[config.mk]
export PLATFORM = sky130hd
export DESIGN_NAME = mem_arbiter_flat
export DESIGN_NICKNAME = d
export VERILOG_FILES = /design/src/rtl/mem_arbiter_pkg.sv /design/src/rtl/mem_arbiter_if.sv /design/src/rtl/mem_arbiter_timer.sv /design/src/rtl/mem_arbiter.sv /design/src/flat_wrapper.sv
export SDC_FILE = /design/constraint.sdc
export NUM_CORES = 1
export LEC_CHECK = 0
export CORE_AREA = 2 2 225 182
export DETAILED_ROUTE_END_ITERATION = 12
export DIE_AREA = 0 0 227 184
export HOLD_SLACK_MARGIN = 0.15
export PLACE_DENSITY = 0.54
export SYNTH_ARGS = -nofsm -noshare
export SYNTH_HDL_FRONTEND = slang
export SYNTH_HIERARCHICAL = 1
export SYNTH_SLANG_ARGS = --single-unit
export TNS_END_PERCENT = 1
[constraint.sdc]
create_clock -name clk -period 2.8 [get_ports clk]
set_clock_uncertainty 0.2 [all_clocks]
set_input_delay 0.42 -clock clk [delete_from_list [all_inputs] [get_ports clk]]
set_output_delay 0.42 -clock clk [all_outputs]
set_load 0.02 [all_outputs]
[src/rtl/mem_arbiter_pkg.sv]
// mem_arb_pkg: shared types and default sizes for the memory arbiter slice.
//   state_e : arbiter FSM states (IDLE, BUSY)
//   owner_e : which requester holds the memory (OWN_FETCH = 0, OWN_LS = 1)
//   DEF_ADDR_W / DEF_DATA_W : default bus widths (64, matching the PC)
//   LAT_CNT_W / STARVE_W    : widths of the latency and starvation counters
package mem_arb_pkg;

  localparam int DEF_ADDR_W = 64;
  localparam int DEF_DATA_W = 64;
  localparam int LAT_CNT_W  = 4;
  localparam int STARVE_W   = 4;

  typedef enum logic {
    IDLE = 1'b0,
    BUSY = 1'b1
  } state_e;

  typedef enum logic {
    OWN_FETCH = 1'b0,
    OWN_LS    = 1'b1
  } owner_e;

endpackage

[src/rtl/mem_arbiter_if.sv]
// mem_arbiter_if: bundles the fetch, load/store and Memory-side signals of
// the arbiter.
//   slave  modport : the arbiter (takes requests and mem_rdata, drives grants,
//                    read data, Memory command and pc_stall)
//   master modport : the environment (requesters plus Memory)
interface mem_arbiter_if
  import mem_arb_pkg::*;
#(
  parameter int ADDR_W = DEF_ADDR_W,
  parameter int DATA_W = DEF_DATA_W
);

  // fetch side
  logic              if_req;
  logic [ADDR_W-1:0] if_addr;
  logic              if_gnt;
  logic              if_rvalid;
  logic [DATA_W-1:0] if_rdata;
  // load/store side
  logic              ls_req;
  logic              ls_we;
  logic [ADDR_W-1:0] ls_addr;
  logic [DATA_W-1:0] ls_wdata;
  logic              ls_gnt;
  logic              ls_rvalid;
  logic [DATA_W-1:0] ls_rdata;
  // Memory side
  logic [ADDR_W-1:0] mem_addr;
  logic [DATA_W-1:0] mem_wdata;
  logic              mem_read;
  logic              mem_write;
  logic [DATA_W-1:0] mem_rdata;
  // PC hold
  logic              pc_stall;

  modport slave (
    input  if_req, if_addr, ls_req, ls_we, ls_addr, ls_wdata, mem_rdata,
    output if_gnt, if_rvalid, if_rdata, ls_gnt, ls_rvalid, ls_rdata,
           mem_addr, mem_wdata, mem_read, mem_write, pc_stall
  );

  modport master (
    output if_req, if_addr, ls_req, ls_we, ls_addr, ls_wdata, mem_rdata,
    input  if_gnt, if_rvalid, if_rdata, ls_gnt, ls_rvalid, ls_rdata,
           mem_addr, mem_wdata, mem_read, mem_write, pc_stall
  );

endinterface

[src/rtl/mem_arbiter_timer.sv]
// mem_lat_timer: loadable 4-bit down-counter that times the Memory command
// window.
//   clk, reset : clock and synchronous active-high reset
//   load_i     : load load_val_i this cycle
//   load_val_i : value to load (window length minus one)
//   done_o     : count has reached zero
module mem_lat_timer
  import mem_arb_pkg::*;
(
  input  logic                 clk,
  input  logic                 reset,
  input  logic                 load_i,
  input  logic [LAT_CNT_W-1:0] load_val_i,
  output logic                 done_o
);

  logic [LAT_CNT_W-1:0] cnt_q, cnt_d;

  always_comb begin
    cnt_d = cnt_q;
    if (load_i) begin
      cnt_d = load_val_i;
    end else if (cnt_q != '0) begin
      cnt_d = cnt_q - LAT_CNT_W'(1);
    end
  end

  always_ff @(posedge clk) begin
    if (reset) begin
      cnt_q <= '0;
    end else begin
      cnt_q <= cnt_d;
    end
  end

  assign done_o = (cnt_q == '0);

endmodule

[src/rtl/mem_arbiter.sv]
// mem_arbiter: shares the single-port Memory between instruction fetch and
// load/store. One transaction at a time: grant in IDLE, hold the Memory
// command for MEM_LAT cycles in BUSY, then return read data to the owner with
// a one-cycle rvalid pulse.
//   clk, reset : clock, synchronous active-high reset
//   bus        : mem_arbiter_if.slave (fetch req/gnt/rvalid/rdata, load/store
//                req/we/addr/wdata/gnt/rvalid/rdata, Memory addr/wdata/read/
//                write/rdata, pc_stall)
// Optional feature: define MEM_ARB_STARVE_GUARD_EN to let fetch win a
// simultaneous request after STARVE_MAX consecutive load/store grants made
// while fetch was waiting. Without it load/store always wins.
module mem_arbiter
  import mem_arb_pkg::*;
#(
  parameter int ADDR_W     = DEF_ADDR_W,
  parameter int DATA_W     = DEF_DATA_W,
  parameter int MEM_LAT    = 1,
  parameter int STARVE_MAX = 4
) (
  input  logic         clk,
  input  logic         reset,
  mem_arbiter_if.slave bus
);

  localparam logic [LAT_CNT_W-1:0] LAT_LOAD = LAT_CNT_W'(MEM_LAT - 1);

  state_e            state_q, state_d;
  owner_e            owner_q, owner_d;
  logic              we_q, we_d;
  logic [ADDR_W-1:0] mem_addr_q, mem_addr_d;
  logic [DATA_W-1:0] mem_wdata_q, mem_wdata_d;
  logic              mem_read_q, mem_read_d;
  logic              mem_write_q, mem_write_d;
  logic [DATA_W-1:0] if_rdata_q, if_rdata_d;
  logic [DATA_W-1:0] ls_rdata_q, ls_rdata_d;
  logic              if_rvalid_q, if_rvalid_d;
  logic              ls_rvalid_q, ls_rvalid_d;

  logic if_gnt, ls_gnt;
  logic timer_load, timer_done;
  logic fetch_first;

  mem_lat_timer u_timer (
    .clk        (clk),
    .reset      (reset),
    .load_i     (timer_load),
    .load_val_i (LAT_LOAD),
    .done_o     (timer_done)
  );

`ifdef MEM_ARB_STARVE_GUARD_EN
  logic [STARVE_W-1:0] starve_q, starve_d;

  assign fetch_first = (starve_q == STARVE_W'(STARVE_MAX));

  always_comb begin
    starve_d = starve_q;
    if (if_gnt) begin
      starve_d = '0;
    end else if (ls_gnt && bus.if_req && (starve_q != '1)) begin
      starve_d = starve_q + STARVE_W'(1);
    end
  end

  always_ff @(posedge clk) begin
    if (reset) begin
      starve_q <= '0;
    end else begin
      starve_q <= starve_d;
    end
  end
`else
  // STARVE_MAX only matters when the guard is built in.
  logic [31:0] unused_starve_max;
  assign unused_starve_max = 32'(STARVE_MAX);
  assign fetch_first       = 1'b0;
`endif

  always_comb begin
    state_d     = state_q;
    owner_d     = owner_q;
    we_d        = we_q;
    mem_addr_d  = mem_addr_q;
    mem_wdata_d = mem_wdata_q;
    mem_read_d  = mem_read_q;
    mem_write_d = mem_write_q;
    if_rdata_d  = if_rdata_q;
    ls_rdata_d  = ls_rdata_q;
    if_rvalid_d = 1'b0;
    ls_rvalid_d = 1'b0;
    if_gnt      = 1'b0;
    ls_gnt      = 1'b0;
    timer_load  = 1'b0;

    unique case (state_q)
      IDLE: begin
        // A grant seen during reset would be lost, so none is issued then.
        if (!reset) begin
          if (bus.ls_req && !(bus.if_req && fetch_first)) begin
            ls_gnt      = 1'b1;
            owner_d     = OWN_LS;
            we_d        = bus.ls_we;
            mem_addr_d  = bus.ls_addr;
            mem_wdata_d = bus.ls_wdata;
          end else if (bus.if_req) begin
            if_gnt     = 1'b1;
            owner_d    = OWN_FETCH;
            we_d       = 1'b0;
            mem_addr_d = bus.if_addr;
          end
        end
        if (if_gnt || ls_gnt) begin
          state_d     = BUSY;
          timer_load  = 1'b1;
          mem_read_d  = ~we_d;
          mem_write_d = we_d;
        end
      end
      BUSY: begin
        if (timer_done) begin
          state_d     = IDLE;
          mem_read_d  = 1'b0;
          mem_write_d = 1'b0;
          if (!we_q) begin
            if (owner_q == OWN_LS) begin
              ls_rdata_d  = bus.mem_rdata;
              ls_rvalid_d = 1'b1;
            end else begin
              if_rdata_d  = bus.mem_rdata;
              if_rvalid_d = 1'b1;
            end
          end
        end
      end
      default: state_d = IDLE;
    endcase
  end

  always_ff @(posedge clk) begin
    if (reset) begin
      state_q     <= IDLE;
      owner_q     <= OWN_FETCH;
      we_q        <= 1'b0;
      mem_addr_q  <= '0;
      mem_wdata_q <= '0;
      mem_read_q  <= 1'b0;
      mem_write_q <= 1'b0;
      if_rdata_q  <= '0;
      ls_rdata_q  <= '0;
      if_rvalid_q <= 1'b0;
      ls_rvalid_q <= 1'b0;
    end else begin
      state_q     <= state_d;
      owner_q     <= owner_d;
      we_q        <= we_d;
      mem_addr_q  <= mem_addr_d;
      mem_wdata_q <= mem_wdata_d;
      mem_read_q  <= mem_read_d;
      mem_write_q <= mem_write_d;
      if_rdata_q  <= if_rdata_d;
      ls_rdata_q  <= ls_rdata_d;
      if_rvalid_q <= if_rvalid_d;
      ls_rvalid_q <= ls_rvalid_d;
    end
  end

  assign bus.if_gnt    = if_gnt;
  assign bus.ls_gnt    = ls_gnt;
  assign bus.if_rvalid = if_rvalid_q;
  assign bus.if_rdata  = if_rdata_q;
  assign bus.ls_rvalid = ls_rvalid_q;
  assign bus.ls_rdata  = ls_rdata_q;
  assign bus.mem_addr  = mem_addr_q;
  assign bus.mem_wdata = mem_wdata_q;
  assign bus.mem_read  = mem_read_q;
  assign bus.mem_write = mem_write_q;
  assign bus.pc_stall  = bus.if_req & ~if_gnt;

endmodule

[src/flat_wrapper.sv]
// flat-port wrapper written by rule: the top's interface ports become plain ports
module mem_arbiter_flat import mem_arb_pkg::*;
#(
  parameter int ADDR_W     = DEF_ADDR_W,
  parameter int DATA_W     = DEF_DATA_W,
  parameter int MEM_LAT    = 1,
  parameter int STARVE_MAX = 4
)
  (clk, reset, bus_if_req, bus_if_addr, bus_ls_req, bus_ls_we, bus_ls_addr, bus_ls_wdata, bus_mem_rdata, bus_if_gnt, bus_if_rvalid, bus_if_rdata, bus_ls_gnt, bus_ls_rvalid, bus_ls_rdata, bus_mem_addr, bus_mem_wdata, bus_mem_read, bus_mem_write, bus_pc_stall);
  mem_arbiter_if #(.ADDR_W(ADDR_W), .DATA_W(DATA_W)) bus_i ();
  input  logic clk;
  input  logic reset;
  input wire logic [$bits(bus_i.if_req)-1:0] bus_if_req;
  input wire logic [$bits(bus_i.if_addr)-1:0] bus_if_addr;
  input wire logic [$bits(bus_i.ls_req)-1:0] bus_ls_req;
  input wire logic [$bits(bus_i.ls_we)-1:0] bus_ls_we;
  input wire logic [$bits(bus_i.ls_addr)-1:0] bus_ls_addr;
  input wire logic [$bits(bus_i.ls_wdata)-1:0] bus_ls_wdata;
  input wire logic [$bits(bus_i.mem_rdata)-1:0] bus_mem_rdata;
  output wire logic [$bits(bus_i.if_gnt)-1:0] bus_if_gnt;
  output wire logic [$bits(bus_i.if_rvalid)-1:0] bus_if_rvalid;
  output wire logic [$bits(bus_i.if_rdata)-1:0] bus_if_rdata;
  output wire logic [$bits(bus_i.ls_gnt)-1:0] bus_ls_gnt;
  output wire logic [$bits(bus_i.ls_rvalid)-1:0] bus_ls_rvalid;
  output wire logic [$bits(bus_i.ls_rdata)-1:0] bus_ls_rdata;
  output wire logic [$bits(bus_i.mem_addr)-1:0] bus_mem_addr;
  output wire logic [$bits(bus_i.mem_wdata)-1:0] bus_mem_wdata;
  output wire logic [$bits(bus_i.mem_read)-1:0] bus_mem_read;
  output wire logic [$bits(bus_i.mem_write)-1:0] bus_mem_write;
  output wire logic [$bits(bus_i.pc_stall)-1:0] bus_pc_stall;
  assign bus_i.if_req = bus_if_req;
  assign bus_i.if_addr = bus_if_addr;
  assign bus_i.ls_req = bus_ls_req;
  assign bus_i.ls_we = bus_ls_we;
  assign bus_i.ls_addr = bus_ls_addr;
  assign bus_i.ls_wdata = bus_ls_wdata;
  assign bus_i.mem_rdata = bus_mem_rdata;
  assign bus_if_gnt = bus_i.if_gnt;
  assign bus_if_rvalid = bus_i.if_rvalid;
  assign bus_if_rdata = bus_i.if_rdata;
  assign bus_ls_gnt = bus_i.ls_gnt;
  assign bus_ls_rvalid = bus_i.ls_rvalid;
  assign bus_ls_rdata = bus_i.ls_rdata;
  assign bus_mem_addr = bus_i.mem_addr;
  assign bus_mem_wdata = bus_i.mem_wdata;
  assign bus_mem_read = bus_i.mem_read;
  assign bus_mem_write = bus_i.mem_write;
  assign bus_pc_stall = bus_i.pc_stall;
  mem_arbiter #(.ADDR_W(ADDR_W), .DATA_W(DATA_W), .MEM_LAT(MEM_LAT), .STARVE_MAX(STARVE_MAX)) u_core (.clk(clk), .reset(reset), .bus(bus_i));
endmodule
==> metrics.md <==
| Metric | Value |
|---|---|
| CP Launch Type | `input port` |
| Die width | `227 µm` |
| Core Region | `0.0394 mm²` |
| Max Freq | `between 300 and 400 MHz` |
| DRC viols | `0` |
| TritonRoute pass-1 iters | `4` |
| CTS H-Tree Depth | `1` |
| Final instance area | `0.0164 mm²` |
| Final Hold Fails | `0` |
| Cts bufs inserted | `30` |
| Slew Limit Headroom | `0.456` |
| Crit path time final | `2650 ps` |
| Switch share | `0.307` |
| Psw | `3.53 mW` |
| Max Slew Vio Count | `0` |
| Via count | `~9,500` |
| WL final | `39,100 µm` |
| Max rail drop VDD | `0.000367 V` |
| Initial DRC Count | `353` |
| Top FF cell, synth | `dfxtp_1` |
| Initial antenna violation count | `4` |
| Largest net degree at the start of global routing | `137` |
| DP HPWL | `~28,000 µm` |
| Worst r2r src | `u_core/u_timer/cnt_q[0]` |
| Worst setup startpoint | `reset` |
| Syn Inst Count | `around 1,100` |
| Root Buffer | `clkbuf_16` |
| Ys Warns | `6` |
| Initial Util | `0.248` |
| Most frequent cell after synthesis | `nand2_1` |
| Max cap viols | `0` |
| Worst-Skew Late Latency | `550 ps` |
| Status | `finished clean` |
| Critical path peak fanout | `3` |
| Vias/cell | `4.41` |
| CTS tree | `done` |
| Unrepaired setup endpoints after global routing | `false` |
| WHS Path Cells | `3` |
| Leakage | `5.86 nW` |
| Internal | `7.99 mW` |
| Clk slew on worst S/H paths | `60 ps` |
| Least-Margin Pin Slew | `816 ps` |
| Gr usage total | `0.179` |
| Ranking of synthesized cells by area | `dfxtp_1, nand2_1, a21oi_1` |
| Flops & latches, synth | `267` |
| Share of the synthesized area in the top cell type | `0.547` |
| Worst min path class | `input port to flop` |
| First-pass GRT wire length | `between 50,000 and 60,000 µm` |
| PD cells | `approximately 700 mW/mm²` |
| Die Height | `184 µm` |
| Crit end category | `primary output` |
| Layout cells sized above 1 | `0.0481` |
| GRT overflow | `0` |
| Filler cells | `4,030` |
| Clock share of power | `0.339` |
| Wirelength per Cell | `around 18 µm` |
| Final setup vio count | `0` |
| Setup TNS | `0 ps` |
| Fin crit share | `0.945` |
| Kind of critical path | `input port to primary output` |
| Synth area leader | `dfxtp_1` |
| Area growth from synthesis to layout | `68.3%` |
| Synth unique cells | `39` |
| ANT nets after route | `0` |
| R2r worst-path depth | `8` |
| Logic gate share of total power | `0.272` |
| Buffers on Ports | `523` |
| Post-synth ARST share | `0` |
| Boundary pin count | `524` |
| Flop pwr share | `0.388` |
| Critical Path RT | `2180 ps` |
| Number of flops mapped to enable cells by yosys | `0` |
| Seq/Total Area, Yosys | `0.547` |
| Vias in the first global route | `9,575` |
| Post-Syn Area | `roughly 0.0098 mm²` |
| WP data arrival | `2030 ps` |
| Worst-case clock buffer depth | `3` |
| # rows | `65` |
| Global placement routability congestion | `slightly above 0.8` |
| Synth Area per Inst | `8.82 µm²` |
| Startpoint of the worst hold path | `bus_ls_wdata[26]` |
| Die ar. | `between 0.04 and 0.05 mm²` |
| Clk sinks | `267` |
| Final #Nets | `1,859` |
| Area after DPL | `roughly 0.015 mm²` |
| Top post-synthesis cells by count | `nand2_1, dfxtp_1, a21oi_1` |
-- per-stage QoR --
step                      setup WS [ps]   util  hold slack [ps]  total power [mW]  std cells
after floorplan                     407      -              278              6.13       1111
after global placement              177  0.392              241              7.71       2098
after detailed placement            225  0.392              246              7.73       2098
after CTS                           144  0.418              165              11.8       2156
after global routing               91.0  0.418              181              12.1       2156
final                               154  0.418              209              11.5       2157
-- final timing paths --
path | end | slack, ps
setup / recovery | bus_if_gnt | 150
hold / removal | u_core/bus.mem_wdata[26] | 210
setup reg to reg | u_core/bus.ls_rdata[4] | 550
hold reg to reg | u_core/bus.if_rdata[10] | 250
-- kinds of logic after synthesis --
kind of cell	count (synthesis)	share of synthesized area
adder cells (fa/ha/maj)	1	0.00128
AO/OA/AOI/OAI	269	0.165
buffers and inverters	93	0.0522
AND/OR/NAND/NOR	410	0.165
multiplexers	65	0.0667
XOR/XNOR	2	0.00179
flip-flops	267	0.547
other	1	0.000384
-- routing by layer --
metal  up-vias  global-route usage  wire, µm
met4         6              0.0575      1420
li1       4693                   -         -
met1      4395               0.195     14800
met3        71              0.0684      3700
met2       340               0.318     19100
met5         -                   0        46
-- critical path, stage by stage --
cell and delay [ps]:
dlygate4sd3_1 550, buf_6 130, nor4_1 240, clkdlybuf4s50_1 680
-- power groups by stage --
stage	Sequential (mW)	Clock [mW]	Combinational, mW
2_1_floorplan	5.02	0	1.11
3_3_place_gp	4.54	0	3.17
3_5_place_dp	4.55	0	3.18
5_1_grt	4.53	4.22	3.38
6_report	4.47	3.91	3.14
4_1_cts	4.48	4.08	3.20
-- sequential cells by signal (all words and copies together), names as in the netlist --
name and flops:
u_core/bus.if_rdata 64, u_core/bus.ls_rdata 64, u_core/bus.mem_addr 64, u_core/bus.mem_wdata 64
u_core/u_timer/cnt_q 4, u_core/bus.if_rvalid 1, u_core/bus.ls_rvalid 1, u_core/bus.mem_read 1
u_core/bus.mem_write 1, u_core/owner_q 1, u_core/state_q 1, u_core/we_q 1
-- final cells by class --
class	instances	area, µm²	share of cell area
sequential	267	5350	0.325
multi-input combinational	751	3970	0.242
inverter	5	18.8	0.00114
clock inverter	9	76.3	0.00464
antenna	1	2.50	0.000152
timing repair buffer	542	5460	0.332
tap	536	671	0.0408
clock buffer	46	902	0.0548
-- cells in the final DEF, fill, tap and decap left out, types with 6 or more instances in the layout --
cell,Yosys,layout
clkdlybuf4s50_1,0,521
nand2_1,387,387
dfxtp_1,267,267
a21oi_1,193,193
mux2i_1,64,64
o2bb2ai_1,64,64
clkbuf_16,0,31
buf_4,9,11
clkbuf_1,36,8
clkbuf_8,0,7
clkinv_2,0,6
buf_12,0,6
-- what timing repair did --
item,CTS,global route
hold endpoints to repair,4,0
hold buffers,3,0
buffers inserted,0,0
resized for setup,0,0
No activity file was read; power rests on OpenSTA's default activity.
